`config.mk`:
```
export PLATFORM = sky130hd
export DESIGN_NAME = fir_mac_scheduler
export DESIGN_NICKNAME = d
export VERILOG_FILES = /design/src/rtl/fir_sched_pkg.sv /design/src/rtl/fir_coef_rom.sv /design/src/rtl/fir_mac_scheduler.sv
export SDC_FILE = /design/constraint.sdc
export NUM_CORES = 1
export LEC_CHECK = 0
export ABC_AREA = 1
export CAP_MARGIN = 20
export CORE_AREA = 2 2 183 185
export CTS_BUF_LIST = sky130_fd_sc_hd__clkbuf_4 sky130_fd_sc_hd__clkbuf_8 sky130_fd_sc_hd__clkbuf_16
export DETAILED_ROUTE_END_ITERATION = 6
export DIE_AREA = 0 0 185 187
export PLACE_DENSITY_LB_ADDON = 0.05
export RECOVER_POWER = 50
export SYNTH_ARGS = -nofsm -noshare
export SYNTH_HDL_FRONTEND = slang
export SYNTH_SLANG_ARGS = --single-unit
export TNS_END_PERCENT = 5
```
`constraint.sdc`:
```
create_clock -name sys_clk -period 3.7 [get_ports sys_clk]
set_input_delay 0.74 -clock sys_clk [delete_from_list [all_inputs] [get_ports sys_clk]]
set_output_delay 0.74 -clock sys_clk [all_outputs]
set_load 0.05 [all_outputs]
```
`src/rtl/fir_sched_pkg.sv`:
```
// rtl/fir_sched_pkg.sv - shared types and helpers for the FIR MAC scheduler
package fir_sched_pkg;

  typedef enum logic [2:0] {
    CLEAR,
    IDLE,
    LOAD,
    MAC,
    DRAIN,
    DONE
  } state_e;

  function automatic int ptr_width(input int taps);
    return $clog2(taps);
  endfunction

  // Worst-case sum of TAPS full-scale products plus a sign bit, so no overflow.
  function automatic int acc_width(input int dw, input int cw, input int taps);
    return 2 * dw + cw + $clog2(taps) + 1;
  endfunction

  // Round half-up, arithmetic shift, then clamp to a signed ow-bit range.
  function automatic logic signed [31:0] round_sat(input logic signed [63:0] acc,
                                                   input int shift, input int ow);
    logic signed [63:0] r;
    logic signed [63:0] hi;
    logic signed [63:0] lo;
    r  = (acc + (64'sd1 <<< (shift - 1))) >>> shift;
    hi = (64'sd1 <<< (ow - 1)) - 64'sd1;
    lo = -(64'sd1 <<< (ow - 1));
    if (r > hi) r = hi;
    else if (r < lo) r = lo;
    return r[31:0];
  endfunction

endpackage

```
`src/rtl/fir_coef_rom.sv`:
```
// rtl/fir_coef_rom.sv - TAPS x CW coefficient ROM with one-cycle registered read
module fir_coef_rom #(
  parameter int TAPS = 32,
  parameter int CW   = 12,
  parameter logic [TAPS*CW-1:0] COEF = {TAPS{CW'((2 ** (CW - 1) - 1) / TAPS)}}
) (
  input  logic                      clk_i,
  input  logic [$clog2(TAPS)-1:0]   addr_i,
  output logic signed [CW-1:0]      data_o
);

  logic signed [CW-1:0] data_q;

  always_ff @(posedge clk_i) begin
    data_q <= COEF[addr_i*CW +: CW];
  end

  assign data_o = data_q;

endmodule

```
`src/rtl/fir_mac_scheduler.sv`:
```
// rtl/fir_mac_scheduler.sv - time-multiplexed FIR controller driving one shared MAC
// Define FIR_SQUARE_EN to square each input sample for envelope detection.
module fir_mac_scheduler
  import fir_sched_pkg::*;
#(
  parameter int TAPS  = 32,
  parameter int DW    = 8,
  parameter int CW    = 12,
  parameter int OW    = 14,
  parameter int SHIFT = 15,
  parameter int DECIM = 1,
  parameter logic [TAPS*CW-1:0] COEF = {TAPS{CW'((2 ** (CW - 1) - 1) / TAPS)}}
) (
  input  logic                 sys_clk,
  input  logic                 sys_rst,
  input  logic                 in_valid,
  input  logic [DW-1:0]        in_data,
  output logic                 in_ready,
  output logic                 out_valid,
  output logic signed [OW-1:0] out_data
);

  localparam int PW    = ptr_width(TAPS);
  localparam int ACCW  = acc_width(DW, CW, TAPS);
  localparam int XW    = 2 * DW;
  localparam int PRODW = XW + CW;
  localparam int DCW   = (DECIM > 1) ? $clog2(DECIM) : 1;

  state_e                  state_q, state_d;
  logic [PW-1:0]           wr_ptr_q, wr_ptr_d;
  logic [PW-1:0]           k_q, k_d;
  logic [DCW-1:0]          dcnt_q, dcnt_d;
  logic signed [XW-1:0]    x_q, x_d;
  logic signed [ACCW-1:0]  acc_q, acc_d;
  logic signed [PRODW-1:0] prod_q;
  logic                    rd_v_q, prod_v_q;
  logic                    out_valid_q, out_valid_d;
  logic signed [OW-1:0]    out_data_q, out_data_d;

  logic [XW-1:0]           mem [TAPS];
  logic signed [XW-1:0]    rd_data_q;
  logic signed [CW-1:0]    coef;
  logic                    mem_we;
  logic [PW-1:0]           mem_waddr;
  logic [XW-1:0]           mem_wdata;
  logic [PW-1:0]           rd_addr;
  logic signed [DW-1:0]    s;
  logic signed [XW-1:0]    x_conv;
  logic                    run_due;

  // Offset binary to two's complement is a flip of the MSB.
  assign s = {~in_data[DW-1], in_data[DW-2:0]};

`ifdef FIR_SQUARE_EN
  assign x_conv = XW'(s) * XW'(s);
`else
  assign x_conv = XW'(s);
`endif

  assign rd_addr  = wr_ptr_q - k_q;
  assign run_due  = (dcnt_q == DCW'(DECIM - 1));
  assign in_ready = (state_q == IDLE);
  assign out_valid = out_valid_q;
  assign out_data  = out_data_q;

  fir_coef_rom #(
    .TAPS (TAPS),
    .CW   (CW),
    .COEF (COEF)
  ) u_coef_rom (
    .clk_i  (sys_clk),
    .addr_i (k_q),
    .data_o (coef)
  );

  always_ff @(posedge sys_clk) begin
    if (mem_we) mem[mem_waddr] <= mem_wdata;
    rd_data_q <= mem[rd_addr];
  end

  always_ff @(posedge sys_clk or posedge sys_rst) begin
    if (sys_rst) begin
      state_q     <= CLEAR;
      wr_ptr_q    <= '0;
      k_q         <= '0;
      dcnt_q      <= '0;
      x_q         <= '0;
      acc_q       <= '0;
      prod_q      <= '0;
      rd_v_q      <= 1'b0;
      prod_v_q    <= 1'b0;
      out_valid_q <= 1'b0;
      out_data_q  <= '0;
    end else begin
      state_q     <= state_d;
      wr_ptr_q    <= wr_ptr_d;
      k_q         <= k_d;
      dcnt_q      <= dcnt_d;
      x_q         <= x_d;
      acc_q       <= acc_d;
      prod_q      <= PRODW'(rd_data_q) * PRODW'(coef);
      rd_v_q      <= (state_q == MAC);
      prod_v_q    <= rd_v_q;
      out_valid_q <= out_valid_d;
      out_data_q  <= out_data_d;
    end
  end

  always_comb begin
    state_d     = state_q;
    wr_ptr_d    = wr_ptr_q;
    k_d         = k_q;
    dcnt_d      = dcnt_q;
    x_d         = x_q;
    acc_d       = acc_q;
    out_valid_d = 1'b0;
    out_data_d  = out_data_q;
    mem_we      = 1'b0;
    mem_waddr   = wr_ptr_q;
    mem_wdata   = x_q;

    // Products land two cycles after their read was issued.
    if (prod_v_q) acc_d = acc_q + ACCW'(prod_q);

    case (state_q)
      CLEAR: begin
        mem_we    = 1'b1;
        mem_waddr = k_q;
        mem_wdata = '0;
        k_d       = k_q + PW'(1);
        if (k_q == PW'(TAPS - 1)) state_d = IDLE;
      end
      IDLE: begin
        if (in_valid) begin
          x_d     = x_conv;
          state_d = LOAD;
        end
      end
      LOAD: begin
        mem_we = 1'b1;
        acc_d  = '0;
        k_d    = '0;
        if (run_due) begin
          dcnt_d  = '0;
          state_d = MAC;
        end else begin
          dcnt_d   = dcnt_q + DCW'(1);
          wr_ptr_d = wr_ptr_q + PW'(1);
          state_d  = IDLE;
        end
      end
      MAC: begin
        k_d = k_q + PW'(1);
        if (k_q == PW'(TAPS - 1)) state_d = DRAIN;
      end
      DRAIN: begin
        // k_q restarts at 0 here and counts the two flush cycles.
        if (k_q == PW'(1)) begin
          k_d     = '0;
          state_d = DONE;
        end else begin
          k_d = k_q + PW'(1);
        end
      end
      DONE: begin
        out_valid_d = 1'b1;
        out_data_d  = OW'(round_sat(64'(acc_q), SHIFT, OW));
        wr_ptr_d    = wr_ptr_q + PW'(1);
        state_d     = IDLE;
      end
      default: state_d = CLEAR;
    endcase
  end

endmodule

```
==> results.yml <==
run_status:
  status: "finished, violations left"
  violations: "max-capacitance violations, max-slew violations, negative setup slack"
detailed_routing:
  firstDrtPassIters: 5
  detail_route.iter0.violations: 979
  totalWireLength_mm: 43.3
  drc: 0
  ant_nets: 0
  via_count: 13200
  wl_per_cell_um: 17.7
  viasPerCell: 5.42
sta:
  finalSetupViolCount: 15
  finClkSkew_ns: 0.0213
  setup_slack_ns: -0.122
  slew_headroom_pct: -53.9
  hold_violations: 0
  drv_slew: 185
  fin_tns_setup_ns: -1.17
  fin_crit_sh_pct: 103
  whs_ns: 0.345
  min_period_ns: 3.82
  max_freq_ghz: 0.262
  tightest_slew_ns: 2.30
  rsz0062_at_grt: "true"
synthesis:
  synthesis.area_mm2: 0.0184
  synth.distinct_cells: 51
  syn_inst: 1867
  synth.avg_cell_area_um2: 9.87
  synth-edff-count: 256
  ys.warnings.count: 0
  synth_top_area_share_pct: 41.7
  ys_ff_latch: 364
  synth_area_leader_cell: "edfxtp_1"
  syn_nets: 1979
  synth-seq-area-share_pct: 56.2
  async_flop_share_pct: 27.5
  synth_area_leaders: "edfxtp_1 (42%), dfrtp_1 (14%), nor2_1 (6.4%)"
  synthFlopType: "edfxtp_1"
finish:
  layout_commonest_cell: "nor2_1"
  syn_to_final_growth_pct: 15.4
  finalNetCount: 2079
  antenna_cells: 0
  fill_cells: 2733
  final_cell_mix: "nor2_1 (315), edfxtp_1 (256), nand2_1 (252)"
  drive_above_1_share_pct: 13.9
worst_hold_path:
  worstHoldPathType: "reg2reg"
grt:
  grt_pass1_wl_mm: 69.4
  grt_pass1_vias: 13200
  grt_max_degree: 66
  track_usage_pct: 25.7
  antenna_found_initial: 0
  grt_remaining_overflow: 0
setup_path:
  crit_path_max_fanout: 7
  crit_path_end_kind: "flop"
  crit_required_ns: 4.15
  path_class: "reg2reg"
  critPathLaunchType: "flop"
  worstPathArrival_ns: 4.27
clock_network:
  cts_tree: "yes"
  clock_path_buffers: 3
  clk_latency_ns: 0.55
  htree_levels: 2
  path_clk_slew_ns: 0.06
  cts_root_buffer: "clkbuf_16"
  ctsHoldBuffers: 0
  cts_sinks: 364
  cts_buffers: 40
job:
  drv_cap: 6
place:
  place_hpwl_mm: 29.5
  gp_congestion: 0.912
  portBuffers: 26
floorplan:
  die_x_um: 185
  dieHeight_um: 187
  die-area_mm2: 0.0346
  num_rows: 67
  core_area_mm2: 0.0329
  start_util_pct: 56.1
  ios: 27
==> path summary, 6_finish.rpt <==
path / startpoint / slack, ns / end / cells past startpoint
max: rd_data_q[14]$_DFF_P_ / -0.12 / prod_q[14]$_DFF_PP0_ / 17
min: rd_v_q$_DFF_PP0_ / 0.35 / prod_v_q$_DFF_PP0_ / 0
max reg2reg: rd_data_q[14]$_DFF_P_ / -0.12 / prod_q[14]$_DFF_PP0_ / 17
min reg2reg: rd_v_q$_DFF_PP0_ / 0.35 / prod_v_q$_DFF_PP0_ / 0
max in group asynchronous: sys_rst / 0.52 / acc_q[5]$_DFFE_PP0P_ / 3
min in group asynchronous: sys_rst / 1.27 / wr_ptr_q[0]$_DFFE_PP0P_ / 2
==> registers in the layout (all words and copies together), names as in the netlist <==
| register | count |
|---|---|
| rd_data_q | 8 |
| prod_q | 28 |
| mem | 256 |
| x_q | 8 |
| out_data | 14 |
| state_q | 3 |
| acc_q | 34 |
| prod_v_q | 1 |
| wr_ptr_q | 5 |
| rd_v_q | 1 |
| k_q | 5 |
| out_valid | 1 |
==> what timing repair did <==
| action | 4_1_cts | 5_1_grt |
|---|---|---|
| buffers inserted | 3 | 1 |
| gates resized for setup | 18 | 9 |
| cloned | 0 | 0 |
| pin swaps | 23 | 10 |
| endpoints found under the setup margin | 18 | 18 |
==> cells in the mapped netlist (3+ instances only) <==
cell type	instances
nor2_1	316
edfxtp_1	256
nand2_1	256
o21ai_0	206
inv_1	193
dfrtp_1	100
a21oi_1	82
ha_1	79
nand3_1	47
clkbuf_1	39
o21ai_1	25
xor2_1	25
fa_1	22
nand2_2	17
o211ai_1	17
buf_2	16
or2_2	15
o31ai_1	12
a21oi_2	11
nor3_1	11
xnor2_1	10
dfxtp_1	8
mux2_2	8
o22ai_1	8
a211oi_1	7
mux2i_1	7
o21a_1	7
o21bai_1	7
o32ai_1	7
nand3b_1	6
inv_2	5
nor2_2	5
nor2_4	5
a21o_1	4
buf_1	4
nand4_1	3
nor4_1	3
==> critical path, cell delays in order (launching register included) <==
cell,delay (ns)
dfxtp_4,0.36
fa_1,0.47
ha_1,0.33
inv_2,0.04
fa_1,0.48
inv_1,0.04
ha_1,0.26
inv_1,0.05
fa_1,0.52
inv_2,0.05
ha_4,0.28
nand2_1,0.06
nand3b_1,0.13
nand3_2,0.08
nand2_2,0.11
nand2_4,0.06
o21ai_4,0.22
xor2_1,0.18
==> metal layers <==
metal  GRT usage (%)  share of wire (%)  vias to the layer above  wire length, um
li1                -                  -                     6524                -
met1            33.2                 42                     6368            18200
met2            45.2                 51                      263            22100
met3            3.02                3.8                       83             1660
met4            8.21                3.2                        0             1380
met5               0                  0                        -                0
==> final cells by class <==
class	instances	area, um^2	share of cell area, %
Timing Repair Buffer	119	972	4.57
Inverter	198	747	3.52
Clock buffer	55	1130	5.30
Sequential cell	364	10400	48.8
Tap cell	448	561	2.64
Clock inverter	15	208	0.977
Multi-Input combinational cell	1244	7270	34.2
==> cells by family after synthesis <==
kind of cell,synth area share [%]
AND/OR/NAND/NOR,15.7
AO/OA/AOI/OAI,12.2
flip-flops,56.2
buffers and inverters,5.54
adder cells (fa/ha/maj),7.76
XOR/XNOR,1.75
multiplexers,0.870
==> stage by stage <==
step	instances	utilization [%]	cell area, um^2	setup slack [ns]
2_1_floorplan	1867	-	18500	-0.0157
3_3_place_gp	2368	60.4	19900	-0.144
3_5_place_dp	2369	60.5	19900	-0.236
4_1_cts	2442	64.8	21300	-0.155
5_1_grt	2443	64.7	21300	-0.344
6_report	2443	64.7	21300	-0.122
Power is not shown: default switching activity piles up to over one toggle a cycle in this logic, so the estimate is an artifact.
